**config.mk**
```make
export PLATFORM = sky130hd
export DESIGN_NAME = lut_port_ctrl
export DESIGN_NICKNAME = d
export VERILOG_FILES = /design/src/rtl/lut_pkg.sv /design/src/rtl/lut_rsp_fifo.sv /design/src/rtl/lut_port_ctrl.sv
export SDC_FILE = /design/constraint.sdc
export NUM_CORES = 1
export LEC_CHECK = 0
export CAP_MARGIN = 20
export CELL_PAD_IN_SITES_DETAIL_PLACEMENT = 1
export CELL_PAD_IN_SITES_GLOBAL_PLACEMENT = 2
export CORE_ASPECT_RATIO = 1.4
export CORE_MARGIN = 3
export CORE_UTILIZATION = 29
export CTS_CLUSTER_SIZE = 24
export DETAILED_ROUTE_END_ITERATION = 7
export PLACE_DENSITY = 0.82
export SLEW_MARGIN = 5
export SYNTH_ARGS = -nofsm -noshare
export SYNTH_HDL_FRONTEND = slang
export SYNTH_SLANG_ARGS = --single-unit
```
**constraint.sdc**
```tcl
create_clock -name clk -period 5.2 [get_ports clk]
set_input_delay 0.52 -clock clk [delete_from_list [all_inputs] [get_ports clk]]
set_output_delay 0.52 -clock clk [all_outputs]
set_load 0.005 [all_outputs]
```
**src/rtl/lut_pkg.sv**
```systemverilog
// Shared constants, grant encoding and width helper for the 16x4 lookup-table port controller.
package lut_pkg;

  localparam int LUT_AW        = 4;
  localparam int LUT_DW        = 4;
  localparam int LUT_RSP_DEPTH = 2;

  typedef enum logic {
    GNT_WR = 1'b0,
    GNT_RD = 1'b1
  } grant_e;

  // Bits needed to count 0..depth entries.
  function automatic int occ_width(input int depth);
    return $clog2(depth + 1);
  endfunction

endpackage

```
**src/rtl/lut_rsp_fifo.sv**
```systemverilog
// Response FIFO holding {addr, data} pairs returned by the lookup table, oldest entry on dout.
module lut_rsp_fifo
  import lut_pkg::*;
#(
  parameter int W     = LUT_AW + LUT_DW,
  parameter int DEPTH = LUT_RSP_DEPTH,
  localparam int OW   = occ_width(DEPTH)
) (
  input  logic          clk,
  input  logic          rst_n,
  input  logic          push,
  input  logic          pop,
  input  logic [W-1:0]  din,
  output logic [W-1:0]  dout,
  output logic [OW-1:0] occ,
  output logic          empty
);

  localparam int PW = (DEPTH > 1) ? $clog2(DEPTH) : 1;

  logic [W-1:0]  mem [DEPTH];
  logic [PW-1:0] wr_ptr;
  logic [PW-1:0] rd_ptr;

  function automatic logic [PW-1:0] next_ptr(input logic [PW-1:0] p);
    return (p == PW'(DEPTH - 1)) ? '0 : p + PW'(1);
  endfunction

  // NOTE: storage is not reset; occ/empty qualify every read, so stale entries are never seen.
  always_ff @(posedge clk) begin
    if (push) mem[wr_ptr] <= din;
  end

  always_ff @(posedge clk or negedge rst_n) begin
    if (!rst_n) begin
      wr_ptr <= '0;
      rd_ptr <= '0;
      occ    <= '0;
    end else begin
      if (push) wr_ptr <= next_ptr(wr_ptr);
      if (pop)  rd_ptr <= next_ptr(rd_ptr);
      occ <= occ + OW'(push) - OW'(pop);
    end
  end

  assign dout  = mem[rd_ptr];
  assign empty = (occ == '0);

endmodule

```
**src/rtl/lut_port_ctrl.sv**
```systemverilog
// Merges write and read request streams onto the lookup table's WE/RE port pair, one command per cycle.
// Define LUT_RR_ARB_EN for round-robin conflict arbitration; otherwise writes have fixed priority.
module lut_port_ctrl
  import lut_pkg::*;
#(
  parameter int AW        = LUT_AW,
  parameter int DW        = LUT_DW,
  parameter int RSP_DEPTH = LUT_RSP_DEPTH
) (
  input  logic          clk,
  input  logic          rst_n,
  input  logic          wr_valid,
  output logic          wr_ready,
  input  logic [AW-1:0] wr_addr,
  input  logic [DW-1:0] wr_data,
  input  logic          rd_valid,
  output logic          rd_ready,
  input  logic [AW-1:0] rd_addr,
  output logic          rsp_valid,
  input  logic          rsp_ready,
  output logic [AW-1:0] rsp_addr,
  output logic [DW-1:0] rsp_data,
  output logic          lut_WE,
  output logic          lut_RE,
  output logic [AW-1:0] lut_addrW,
  output logic [AW-1:0] lut_addrR,
  output logic [DW-1:0] lut_dataIn,
  input  logic [DW-1:0] lut_dataOut
);

  localparam int OW = occ_width(RSP_DEPTH);
  localparam int CW = OW + 1;

  logic             run;
  logic             rd_pend;
  logic [AW-1:0]    pend_addr;
  logic [OW-1:0]    occ;
  logic             empty;
  logic             pop;
  logic [CW-1:0]    credit_used;
  logic             rd_ok;
  logic             conflict;
  logic             grant_w;
  logic             grant_r;
  logic [AW+DW-1:0] dout;

  // A read may issue only if its response is guaranteed a FIFO slot, counting the one in flight.
  assign pop         = rsp_valid & rsp_ready;
  assign credit_used = CW'(occ) + CW'(rd_pend) - CW'(pop);
  assign rd_ok       = credit_used < CW'(RSP_DEPTH);
  assign conflict    = run & wr_valid & rd_valid & rd_ok;

`ifdef LUT_RR_ARB_EN
  grant_e last_grant;

  always_ff @(posedge clk or negedge rst_n) begin
    if (!rst_n)        last_grant <= GNT_RD;
    else if (conflict) last_grant <= grant_w ? GNT_WR : GNT_RD;
  end
`endif

  // NOTE: both grants get a default first so every path assigns them and no latch is inferred.
  always_comb begin
    grant_w = 1'b0;
    grant_r = 1'b0;
    if (conflict) begin
`ifdef LUT_RR_ARB_EN
      grant_w = (last_grant == GNT_RD);
      grant_r = (last_grant == GNT_WR);
`else
      grant_w = 1'b1;
`endif
    end else if (run && wr_valid) begin
      grant_w = 1'b1;
    end else if (run && rd_valid && rd_ok) begin
      grant_r = 1'b1;
    end
  end

  assign wr_ready   = wr_valid & grant_w;
  assign rd_ready   = rd_valid & grant_r;
  assign lut_WE     = wr_ready;
  assign lut_RE     = rd_ready;
  assign lut_addrW  = wr_addr;
  assign lut_addrR  = rd_addr;
  assign lut_dataIn = wr_data;

  // NOTE: sequential state uses non-blocking assignments so every register samples pre-edge values.
  always_ff @(posedge clk or negedge rst_n) begin
    if (!rst_n) begin
      run       <= 1'b0;
      rd_pend   <= 1'b0;
      pend_addr <= '0;
    end else begin
      run     <= 1'b1;
      rd_pend <= lut_RE;
      if (lut_RE) pend_addr <= rd_addr;
    end
  end

  // The table's registered data is valid the cycle after the read, alongside pend_addr.
  lut_rsp_fifo #(
    .W     (AW + DW),
    .DEPTH (RSP_DEPTH)
  ) u_rsp_fifo (
    .clk   (clk),
    .rst_n (rst_n),
    .push  (rd_pend),
    .pop   (pop),
    .din   ({pend_addr, lut_dataOut}),
    .dout  (dout),
    .occ   (occ),
    .empty (empty)
  );

  assign rsp_valid            = ~empty;
  assign {rsp_addr, rsp_data} = dout;

endmodule

```
======== After elaboration in Yosys (flattened, before gate mapping) ========
Memories as Yosys holds them, arrays and structs flattened.
Index checks and enable logic that the tools add are counted.
W data, S select, Z words.
cells by class
  reductions and logical operators ........ 4
  order comparisons ....................... 1
  add/subtract/negate cells ............... 6
  bitwise logic cells ..................... 7
  mux-type cells .......................... 9
operator list
  kind                   number
  $mux W1                9
  $and A1 B1 Y1          6
  $add A2 B1 Y3          1
  $logic_and A1 B1 Y1    3
  $lt A3 B2 Y1 const B   1
  $sub A3 B1 Y3          1
  $add A1 B1 Y1 const B  2
  $add A2 B1 Y2          1
  $logic_not A2 Y1       1
  $sub A2 B1 Y2          1
  $not A1 Y1             1
storage, ports and cells
  memories kept ........................... 1
  flip-flop bits (word level) ............. 10
  output and inout port bits .............. 25
  bits in writable memories ............... 16
  word-level logic and storage cells ...... 34
  input port bits ......................... 21
memories
  name            depth  bits a word  read ports  clocked after memory_dff  write ports  line                RTL
  u_rsp_fifo.mem  2      8            1           0                         1            lut_rsp_fifo.sv:21  logic [W-1:0] mem [DEPTH];

======== Longest topological paths before layout ========
Gate-level depths: netlist of run 1.
  word-level depth ........................ 10
  mapped depth ............................ 10
  mapped depth without buffers ............ 9

======== By module ========
A second synthesis of run 1 with hierarchy kept.
unflattened totals
  cell total of the unflattened synthesis .. 74
  area, all modules ....................... 1231.2 µm²
modules (own cells, without submodules)
  module         instances  cells an instance  seq. area each (µm²)  area each (µm²)
  lut_rsp_fifo   1          39                 580.6                 802.0
  lut_port_ctrl  1          35                 150.1                 429.2

======== Worst setup path before layout of run 1 ========
No wires, ideal clock.
  kind .................................... register to output
  start point ............................. register u_rsp_fifo.occ[1]
  end point ............................... output rd_ready
  data arrival time ....................... 2.283 ns
  slack ................................... 2.397 ns
  data required time ...................... 4.680 ns
  buffers on the path ..................... 1
  cell stages (with the launch flop) ...... 11
  path through ............................ dfrtp_1 or2_2 and2_1 ha_1 inv_1 ha_1 fa_1 nor2_1 nand4_2 inv_1 buf_4
between the ends
  longest elaborated chain between the ends .. 10
  elaborated cells between the ends (all ways) .. 12
  classes of those cells .................. add/sub (2); order compare (1); mux (3); bitwise (4); reduce/logical (2)
RTL lines
  element                   line                  RTL
  start, declared           lut_rsp_fifo.sv:15    output logic [OW-1:0] occ,
  start signal, assigned    lut_rsp_fifo.sv:42    occ <= occ + OW'(push) - OW'(pop);
  $logic_not A2 Y1 (*)      lut_rsp_fifo.sv:47    assign empty = (occ == '0);
  $not A1 Y1 (*)            lut_port_ctrl.sv:116  assign rsp_valid = ~empty;
  named net rsp_valid       lut_port_ctrl.sv:19   output logic rsp_valid,
  $and A1 B1 Y1 (*)         lut_port_ctrl.sv:48   assign pop = rsp_valid & rsp_ready;
  named net pop             lut_port_ctrl.sv:39   logic pop;
  $sub A3 B1 Y3 (*)         lut_port_ctrl.sv:49   assign credit_used = CW'(occ) + CW'(rd_pend) - CW'(pop);
  named net credit_used[1]  lut_port_ctrl.sv:40   logic [CW-1:0] credit_used;
  $lt A3 B2 Y1 (*)          lut_port_ctrl.sv:50   assign rd_ok = credit_used < CW'(RSP_DEPTH);
  $logic_and A1 B1 Y1       lut_port_ctrl.sv:75   end else if (run && rd_valid && rd_ok) begin
  $mux W1                   lut_port_ctrl.sv:75
  $mux W1                   lut_port_ctrl.sv:73   end else if (run && wr_valid) begin
  $mux W1 (*)               lut_port_ctrl.sv:66   if (conflict) begin
  $and A1 B1 Y1 (*)         lut_port_ctrl.sv:81   assign rd_ready = rd_valid & grant_r;
  end, declared             lut_port_ctrl.sv:17   output logic rd_ready,
Mark *: on every way through the listed nets, which the timed path passes. The rest lies on a longest branch.

======== Worst setup path after layout of run 1 ========
  start point ............................. register u_rsp_fifo.occ[1]
  end point ............................... output rd_ready
between the ends
  longest elaborated chain between the ends .. 10
  elaborated cells between the ends (all ways) .. 12
  classes of those cells .................. add/sub (2); order compare (1); mux (3); bitwise (4); reduce/logical (2)
RTL lines
  element               line
  $logic_not A2 Y1 (*)  lut_rsp_fifo.sv:47
  $not A1 Y1 (*)        lut_port_ctrl.sv:116
  $and A1 B1 Y1 (*)     lut_port_ctrl.sv:48
  named net pop         lut_port_ctrl.sv:39
  $sub A3 B1 Y3 (*)     lut_port_ctrl.sv:49
  $lt A3 B2 Y1 (*)      lut_port_ctrl.sv:50
  $logic_and A1 B1 Y1   lut_port_ctrl.sv:75
  $mux W1               lut_port_ctrl.sv:75
  $mux W1               lut_port_ctrl.sv:73
  $mux W1 (*)           lut_port_ctrl.sv:66
  $and A1 B1 Y1 (*)     lut_port_ctrl.sv:81
Marks and branches as above.

==> qor.csv, run 1 <==
metric;value;unit
outcome;complete, no violations;
GP Congestion;0.6690;
Synth Register Bits;26;
pin count of the biggest net entering global routing;16;
PortBufs;29;
Final Hold Fails;0;
reg2reg start;u_rsp_fifo.occ[1]$_DFF_PN0_;
path depth of the worst reg2reg path;9;
number of global-route vias before repair;678;
Final TNS setup;0;ps
# IOs;46;
GR Util met3;2.104;%
Max H-tree Level;1;
Max Cap Violations;0;
Area contributors post-synth;edfxtp_1 43%, dfrtp_1 22%, mux2_2 12%;
Placed Area;1350;µm²
Chip Width;58.46;µm
Post-Syn Area;1117;µm²
via count;574;
Area growth syn-to-layout;27.21;%
overall routing resource usage;8.948;%
post-DP HPWL;1445;µm
post-synth top area share;43.00;%
Post-CTS Setup Inserts;0;
final WL;1924;µm
FILL cells;398;
die height;79.45;µm
antenna violations before repair;0;
antenna viol nets, final;0;
Unique masters post-synth;15;
drc violations;0;
met2 usage;15.66;%
Post-Syn Area per Cell;15.52;µm²
Iteration-0 DRC Markers;4;
area taken by multi-input logic gates;257.7;µm²
pwr dens;457.1;nW/µm²
Syn Inst Count;72;
clk slew on worst S/H paths;90;ps
skew final;5.538;ps
gr ovfl total;0;
Clock Path Buffers;2;
maximum vdd ir drop;0.2543;mV
Non-Filler Cell Area, Final;1421;µm²
post-synth net total;96;
Final Critical Period;3625;ps
worst-margin pin slew;765.4;ps
Setup CP Type;flip-flop to primary output;
Clock Latency Late Sink;260;ps
diode count;0;
CP Capture Type;primary output;
Worst Setup Slack, final;1575;ps
cts repair resizes;0;
total die area;4644;µm²
CP Launch Point;u_rsp_fifo.occ[1]$_DFF_PN0_;
Rows;26;
Leak;0.0005590;µW
worst hold slack;486.7;ps
Data arrival, critical path;3110;ps
r2r setup slk;2590;ps
Register Area;730.7;µm²
Tcrit/Tclk final;69.72;%
hold buffer count at CTS;0;
Detailed Routing Iterations Pass 1;3;
most frequent cells in the layout;29 x clkdlybuf4s50_1, 16 x edfxtp_1, 12 x mux2_2, 10 x dfrtp_1, 5 x inv_1;
Core ar.;3676;µm²
Fmax;275.8;MHz
Ys Warns;0;
Clock Sinks;26;
Vias/cell;4.348;
CP startpoint kind;flip-flop;
first-pass GRT wire length;3049;µm
root buffer cell;clkbuf_8;
met1 usage;9.544;%
worst r2r dst;pend_addr[0]$_DFFE_PN0P_;
end point of the critical path;rd_ready;
crit-path max FO;5;
busiest grt layer;met2;
slew margin rel.;48.87;%
Required @ worst endpoint;4680;ps
Routed wire per std cell;14.58;µm
type of the tightest min-delay check;flip-flop to flip-flop;
CTS Buf Count;3;
most common cell after layout, fill and taps aside;clkdlybuf4s50_1;
CTS tree;yes;
post-synthesis sequential area ratio;65.40;%
Synth area leader;edfxtp_1;
share of cells above drive strength 1;20.00;%
final setup fails;0;
starting density of the core;30.39;%
Slew Viols, Final;0;
final net count;115;
RSZ-0062 raised after global routing;false;
dpl ws;1642;ps
-- worst max-delay path: stages, from the launching register on --
cell	delay, ps
dfrtp_1	410
or2_2	290
and2_1	190
ha_1	280
inv_1	40
ha_1	180
fa_1	380
xor2_1	210
nand4_2	200
inv_1	140
clkdlybuf4s50_1	520
-- flip-flops by register name, indices dropped and copies added (netlist names) --
register / count
u_rsp_fifo.wr_ptr: 1
u_rsp_fifo.mem: 16
pend_addr: 4
rd_pend: 1
u_rsp_fifo.occ: 2
u_rsp_fifo.rd_ptr: 1
run: 1
-- report_power, final --
| group | internal, µW | leakage, µW | switching (µW) | total, µW |
|---|---|---|---|---|
| Sequential | 271 | 0.000266 | 40.0 | 311 |
| Combinational | 114 | 0.000257 | 62.7 | 177 |
| Clock | 103 | 0.0000357 | 59.2 | 162 |
-- worst min-delay path by stage --
stage                                  startpoint  depth (start not counted)  slack [ps]                        endpoint
global route        u_rsp_fifo.wr_ptr$_DFFE_PN0P_                          1         510   u_rsp_fifo.wr_ptr$_DFFE_PN0P_
detailed placement       pend_addr[0]$_DFFE_PN0P_                          0         460  u_rsp_fifo.mem[1][4]$_DFFE_PP_
CTS                 u_rsp_fifo.wr_ptr$_DFFE_PN0P_                          1         490   u_rsp_fifo.wr_ptr$_DFFE_PN0P_
finish                   pend_addr[0]$_DFFE_PN0P_                          0         490  u_rsp_fifo.mem[0][4]$_DFFE_PP_
global placement         pend_addr[0]$_DFFE_PN0P_                          0         450  u_rsp_fifo.mem[0][4]$_DFFE_PP_
floorplan                                   rst_n                          0         220        pend_addr[0]$_DFFE_PN0P_
-- final cells by class --
| class | count | share of cell area (%) |
|---|---|---|
| Clock inverter | 1 | 2.113 |
| Timing Repair Buffer | 29 | 20.42 |
| Multi-Input combinational cell | 26 | 18.13 |
| Sequential cell | 26 | 51.41 |
| Inverter | 5 | 1.320 |
| Clock buffer | 3 | 2.905 |
| Tap cell | 42 | 3.697 |
-- cell families (layout without fill, tap and decap cells) --
| kind of cell | Yosys count | after routing | share of synthesized area, % |
|---|---|---|---|
| multiplexers | 12 | 12 | 12.09 |
| buffers and inverters | 20 | 38 | 11.53 |
| XOR/XNOR | 3 | 3 | 2.352 |
| flip-flops | 26 | 26 | 65.40 |
| AND/OR/NAND/NOR | 7 | 7 | 4.256 |
| adder cells (fa/ha/maj) | 3 | 3 | 4.031 |
| other | 1 | 1 | 0.3356 |
-- synthesized netlist by cell type (all sizes together) --
cell type,instances
xor2,3
dfrtp,10
and2,3
ha,2
nand4,1
fa,1
conb,1
nor2b,1
inv,5
mux2,12
nor2,1
or2,1
buf,15
edfxtp,16
-- per-stage QoR --
stage	utilization, %	cells	total power [µW]
after detailed placement	36.73	128	496.1
after floorplan	-	72	411.3
after CTS	38.67	132	660.5
final	38.67	132	649.8
after global placement	36.73	128	485.2
after global routing	38.67	132	693.5
-- layer usage --
layer | up-vias | routed length, µm
li1 | 263 | -
met1 | 279 | 708
met2 | 30 | 1069
met3 | 2 | 131
met4 | 0 | 14
met5 | - | 0
No activity file was read; power rests on OpenSTA's default activity.
==> run 2, diff against run 1 <==
Settings changed: CORE_UTILIZATION 29 to 27, PLACE_DENSITY 0.82 to 0.77.
Clock period 5.2 ns to 3.4 ns, I/O delays scaled along.
==> run 2 against run 1 <==
Compared with the run above:
- sequential share of layout area shrank 0.091 points
- critical path depth unchanged
- wire length up 1.6%
- setup slack got worse by 1400 ps
- die area increased by 6.7%
- non-clock buffer count is 2 higher
- hold slack worse by 96 ps
- clock-buffer cell count increased by 1
- sequential power is 51% higher
- flip-flop and latch count unchanged
==> qor.csv, run 2 (synthesis results as in run 1) <==
metric;value;unit;change
CP Launch Point;u_rsp_fifo.occ[1]$_DFF_PN0_;;
Max H-tree Level;1;;unchanged
antenna viol nets, final;0;;unchanged
diode count;0;;unchanged
share of cells above drive strength 1;25.00;%;+5.0 points
Routed wire per std cell;14.47;µm;-0.70%
GP Congestion;0.6312;;-5.7%
flip-flop count of the largest register after layout;16;;unchanged
clk slew on worst S/H paths;80;ps;about the same
antenna violations before repair;0;;unchanged
Tcrit/Tclk final;94.43;%;
outcome;complete, no violations;;
Required @ worst endpoint;3060;ps;-1620 ps
Data arrival, critical path;2870;ps;-240 ps
PortBufs;29;;unchanged
crit-path max FO;3;;-2
most frequent CP cell;ha_1;;
Slew Viols, Final;0;;unchanged
Clk pwr share;18.1;%;-6.8 points
die height;82.12;µm;+3.4%
drc violations;0;;unchanged
Detailed Routing Iterations Pass 1;2;;-1
r2r setup slk;780;ps;-1810 ps
NetSw;252.9;µW;+56%
Core ar.;3953;µm²;+7.5%
pin count of the biggest net entering global routing;15;;-1
first-pass GRT wire length;3194;µm;+4.8%
type of the tightest min-delay check;input pin to async pin;;
Comb power frac;32.2;%;+4.9 points
slew margin rel.;52.06;%;+3.2 points
largest reg by FF count;u_rsp_fifo.mem;;
starting density of the core;28.27;%;-2.1 points
Final Critical Period;3210;ps;
Area growth syn-to-layout;27.44;%;
Fmax;311.5;MHz;
Final TNS setup;0;ps;unchanged
via count;580;;+1.0%
crit-path cells;or2_2 -> and2_1 -> ha_1 -> inv_1 -> ha_1 -> fa_2 -> nor2_2 -> nand4_2 -> inv_2 -> clkdlybuf4s50_1;;
power share of the sequential group;49.7;%;+1.9 points
Non-Filler Cell Area, Final;1424;µm²;+0.18%
Clock Latency Late Sink;260;ps;about the same
CP startpoint kind;flip-flop;;
Clock Path Buffers;2;;unchanged
hold buffer count at CTS;0;;unchanged
Placed Area;1351;µm²;about the same
Vias/cell;4.296;;-1.2%
critical path's slowest cell;clkdlybuf4s50_1;;
worst hold slack;390.3;ps;-96.34 ps
maximum vdd ir drop;0.2770;mV;+8.9%
root buffer cell;clkbuf_8;;
post-DP HPWL;1525;µm;+5.6%
Max Cap Violations;0;;unchanged
sw frac;26.75;%;+1.8 points
CTS Buf Count;3;;unchanged
Final Hold Fails;0;;unchanged
worst-margin pin slew;717.6;ps;-47.77 ps
Rows;27;;+3.8%
CTS tree;yes;;
gr ovfl total;0;;unchanged
most common cell after layout, fill and taps aside;clkdlybuf4s50_1;;
Iteration-0 DRC Markers;5;;+1
RSZ-0062 raised after global routing;false;;
Setup CP Type;flip-flop to primary output;;
reg2reg start;u_rsp_fifo.occ[1]$_DFF_PN0_;;
# IOs;46;;unchanged
total die area;4957;µm²;+6.7%
Clock Sinks;26;;unchanged
final setup fails;0;;unchanged
most frequent cells in the layout;29 x clkdlybuf4s50_1, 16 x edfxtp_1, 12 x mux2_2, 10 x dfrtp_1, 4 x inv_1;;
final WL;1954;µm;+1.6%
number of global-route vias before repair;714;;+5.3%
final net count;117;;+1.7%
peak per-stage delay on the critical path;500;ps;-20 ps
Chip Width;60.37;µm;+3.3%
skew final;2.272;ps;-3.265 ps
Largest regs;u_rsp_fifo.mem x16, pend_addr x4, u_rsp_fifo.occ x2;;
overall routing resource usage;9.059;%;+0.11 points
Leak;0.0005495;µW;-1.7%
pwr dens;664.1;nW/µm²;+45%
P_int;692.7;µW;+42%
CP Capture Type;primary output;;
[run 2: changes by cell type in the layout (fill, tap and decap cells not counted)]
cell,delta
fa_1,-1
xor2_1,-1
inv_2,+1
xor2_2,+1
fa_2,+1
nor2_2,+1
nor2_1,-1
inv_1,-1
buf_4,+2
clkbuf_1,+1
bufinv_16,-1
[run 2: final cells by class]
class / count / area [µm²]
clock buffers: 4 / 45.04
fillers: 424 / 2529
inverters: 5 / 18.77
multi-input cells: 26 / 270.3
flip-flops and latches: 26 / 730.7
well taps: 43 / 53.80
repair buffers: 31 / 305.3
[run 2: timing repair]
action | in CTS | in global routing
setup endpoints to repair | 2 | 2
resized for setup | 0 | 4
gates cloned | 0 | 0
buffers inserted | 1 | 1
pin swaps | 1 | 2
[run 2: power groups by stage]
stage | Combinational [µW] | Sequential [µW] | Clock, µW
2_1_floorplan | 184 | 445 | 0
4_1_cts | 285 | 475 | 179
3_5_place_dp | 279 | 482 | 0
5_1_grt | 341 | 482 | 192
6_report | 304 | 470 | 171
3_3_place_gp | 269 | 474 | 0
[run 2: final timing paths]
check                                                      end  cells past startpoint
worst max-delay path                                    lut_RE                     10
worst min-delay path                  pend_addr[0]$_DFFE_PN0P_                      1
worst max register to register        pend_addr[2]$_DFFE_PN0P_                     10
worst min register to register  u_rsp_fifo.mem[0][5]$_DFFE_PP_                      0
max in group asynchronous                    rd_pend$_DFF_PN0_                      1
min in group clk                u_rsp_fifo.mem[0][5]$_DFFE_PP_                      0
[run 2: through the flow]
stage	setup slack, ps	std cells	util, %	power, µW
floorplan	776.6	72	-	629.0
global placement	258.1	129	34.19	743.3
detailed placement	211.0	129	34.19	761.2
CTS	65.20	134	35.52	938.9
global route	17.20	135	36.02	1015
finish	189.5	135	36.02	945.6
[run 2: per-layer routing]
metal	share of wire, %	routed length [µm]	GRT usage [%]
met3	7.0	136	2.488
met1	35	687	9.100
met5	0	0	0
met4	1.4	27	3.991
met2	56	1102	16.88
[run 2: worst max-delay path, delay by kind of cell, from the launching register on]
kind	cells	cell delay (ps)
simple gates	4	690
flops	1	400
fa+ha+maj	3	880
buf+inv	3	640
==> run 3, diff against run 2 <==
Settings changed: CORE_UTILIZATION 27 to 29, PLACE_DENSITY 0.77 to 0.78, SYNTH_HIERARCHICAL from default to 1.
==> run 3 against run 2 <==
Compared with the run above:
- sequential power grew 4.3%
- combinational power grew 17%
- die area grew 2.4%
- clock-buffer cell count shrank 1
- cell area grew 8.0%
- final cell count grew 0.74%
- clock power grew 40%
- wire length shrank 12%
- global-route usage shrank 1.3 points
- largest cell class unchanged
==> qor.csv, run 3 <==
metric;value;unit;change
Synth top cells by count;16 x edfxtp_1, 14 x buf_4, 12 x mux2_4;;
Final Hold Fails;0;;unchanged
final setup fails;0;;unchanged
type of the tightest min-delay check;input pin to async pin;;
worst-margin pin slew;646.8;ps;-70.83 ps
antenna viol nets, final;0;;unchanged
Leak;0.0006221;µW;+13%
Setup CP Type;flip-flop to primary output;;
Area contributors post-synth;edfxtp_1 39%, dfrtp_1 20%, mux2_4 15%;;
final net count;119;;+1.7%
GP Congestion;0.6720;;+6.5%
Synth Register Bits;26;;unchanged
overall routing resource usage;7.760;%;-1.3 points
Post-Syn Area per Cell;16.64;µm²;+7.2%
post-synth top area share;39.02;%;-4.0 points
clk slew on worst S/H paths;80;ps;about the same
hold buffer count at CTS;0;;unchanged
r2r setup slk;780;ps;about the same
post-synthesis sequential area ratio;59.35;%;-6.0 points
CP Capture Type;primary output;;
pin count of the biggest net entering global routing;16;;+1
Fmax;316.3;MHz;+1.5%
Tcrit/Tclk final;93.00;%;-1.4 points
share of cells above drive strength 1;21.51;%;-3.5 points
Synth area leader;edfxtp_1;;
Syn Inst Count;74;;+2.8%
total die area;5074;µm²;+2.4%
outcome;complete, no violations;;
dpl ws;235.9;ps;+24.80 ps
# IOs;46;;unchanged
post-DP HPWL;1473;µm;-3.4%
Chip Width;61.07;µm;+1.2%
critical path's slowest cell;fa_1;;
most frequent cells in the layout;29 x clkdlybuf4s50_1, 16 x edfxtp_1, 12 x mux2_4, 10 x dfrtp_1, 4 x inv_1;;
post-synth net total;99;;+3.1%
reg2reg start;u_rsp_fifo/occ[1]$_DFF_PN0_;;
final WL;1729;µm;-12%
Final Critical Period;3162;ps;-48.48 ps
Vias/cell;4.235;;-1.4%
peak per-stage delay on the critical path;550;ps;+50 ps
async set or reset register ratio after synthesis;38.46;%;unchanged
diode count;0;;unchanged
Final TNS setup;0;ps;unchanged
cts repair resizes;0;;unchanged
Detailed Routing Iterations Pass 1;2;;unchanged
CTS tree;yes;;
Max Cap Violations;0;;unchanged
Largest regs;u_rsp_fifo/mem x16, pend_addr x4, u_rsp_fifo/occ x2;;
CP startpoint kind;flip-flop;;
Iteration-0 DRC Markers;1;;-4
PortBufs;29;;unchanged
Core ar.;4020;µm²;+1.7%
Post-CTS Setup Inserts;0;;-1
Clock Sinks;26;;unchanged
WP buf/inv;1;;-2
final core occ;38.25;%;+2.2 points
starting density of the core;30.63;%;+2.4 points
Top FF cell, synth;edfxtp_1;;
Rows;27;;unchanged
Post-Syn Area;1231;µm²;+10%
Required @ worst endpoint;3060;ps;about the same
Clock Latency Late Sink;260;ps;about the same
maximum vdd ir drop;0.3653;mV;+32%
cell with the most instances after synthesis;edfxtp_1;;
Non-Filler Cell Area, Final;1538;µm²;+8.0%
Max H-tree Level;1;;unchanged
RSZ-0062 raised after global routing;false;;
drc violations;0;;unchanged
worst r2r dst;pend_addr[0]$_DFFE_PN0P_;;
EDFF count, synth;16;;unchanged
Routed wire per std cell;12.71;µm;-12%
flip-flop count of the largest register after layout;16;;unchanged
antenna violations before repair;0;;unchanged
Placed Area;1466;µm²;+8.5%
Slew Viols, Final;0;;unchanged
Total Power Consumption;1087;µW;+15%
Worst Setup Slack, final;238.0;ps;+48.48 ps
root buffer cell;clkbuf_8;;
CTS Buf Count;3;;unchanged
Unique masters post-synth;18;;+3
most common cell after layout, fill and taps aside;clkdlybuf4s50_1;;
CP delay by family, top;adder cells;;
Area growth syn-to-layout;24.90;%;
number of global-route vias before repair;675;;-5.5%
largest reg by FF count;u_rsp_fifo/mem;;
via count;576;;-0.69%
crit-path cells;nor2_1 -> nor2b_1 -> ha_1 -> nand2b_1 -> fa_1 -> nand4b_4 -> nor2_4 -> clkdlybuf4s50_1;;
slew margin rel.;56.79;%;+4.7 points
die height;83.10;µm;+1.2%
first-pass GRT wire length;2987;µm;-6.5%
gr ovfl total;0;;unchanged
path depth of the worst reg2reg path;9;;-1
skew final;0.7465;ps;-1.526 ps
Clock Path Buffers;2;;unchanged
crit-path max FO;4;;+1
Ys Warns;6;;+6
Data arrival, critical path;2820;ps;-50 ps
pwr dens;707.1;nW/µm²;+6.5%
==> run 3: kinds of logic (layout without fill, tap and decap cells) <==
| family | count (synthesis) | in the layout | share of synthesized area, % |
|---|---|---|---|
| AND/OR/NAND/NOR | 8 | 8 | 5.690 |
| other | 1 | 1 | 0.3046 |
| adder cells (fa/ha/maj) | 4 | 4 | 4.675 |
| XOR/XNOR | 4 | 4 | 4.675 |
| buffers and inverters | 19 | 38 | 10.67 |
| flip-flops | 26 | 26 | 59.35 |
| multiplexers | 12 | 12 | 14.63 |
==> run 3: worst max-delay path by stage <==
| stage | start | endpoint | depth (start not counted) |
|---|---|---|---|
| floorplan | u_rsp_fifo/occ[1]$_DFF_PN0_ | rd_ready | 8 |
| global route | u_rsp_fifo/occ[1]$_DFF_PN0_ | lut_RE | 8 |
| CTS | u_rsp_fifo/occ[1]$_DFF_PN0_ | rd_ready | 8 |
| finish | u_rsp_fifo/occ[1]$_DFF_PN0_ | rd_ready | 8 |
| detailed placement | rsp_ready | rd_ready | 8 |
| global placement | rsp_ready | rd_ready | 8 |
==> run 3: final cells by class <==
cell class                      count  area, µm²
Tap cell                           43      53.80
Sequential cell                    26      730.7
Clock inverter                      1      30.03
Clock buffer                        3      41.29
Multi-Input combinational cell     29      369.1
Fill cell                         414       2482
Timing Repair Buffer               30      297.8
Inverter                            4      15.01
==> run 3: metal layers <==
layer / GRT usage (%) / routed length (µm) / vias up / share of wire, %
met2: 14.26 / 968 / 23 / 56
met3: 1.244 / 112 / 2 / 6.5
met4: 3.550 / 19 / 0 / 1.1
met5: 0 / 0 / - / 0
met1: 7.992 / 629 / 279 / 36
li1: - / - / 272 / -
==> run 3: where the power goes <==
group | switching (µW) | internal [µW] | leakage [µW] | total, µW
registers | 75.5 | 414 | 0.000266 | 490
logic | 110 | 247 | 0.000320 | 357
clock network | 83.4 | 157 | 0.0000357 | 240
==> run 3: per-stage QoR <==
stage | instances | hold WS [ps]
global placement | 132 | 462.3
detailed placement | 132 | 471.4
CTS | 136 | 399.7
floorplan | 74 | 44.41
global route | 136 | 409.4
finish | 136 | 384.7
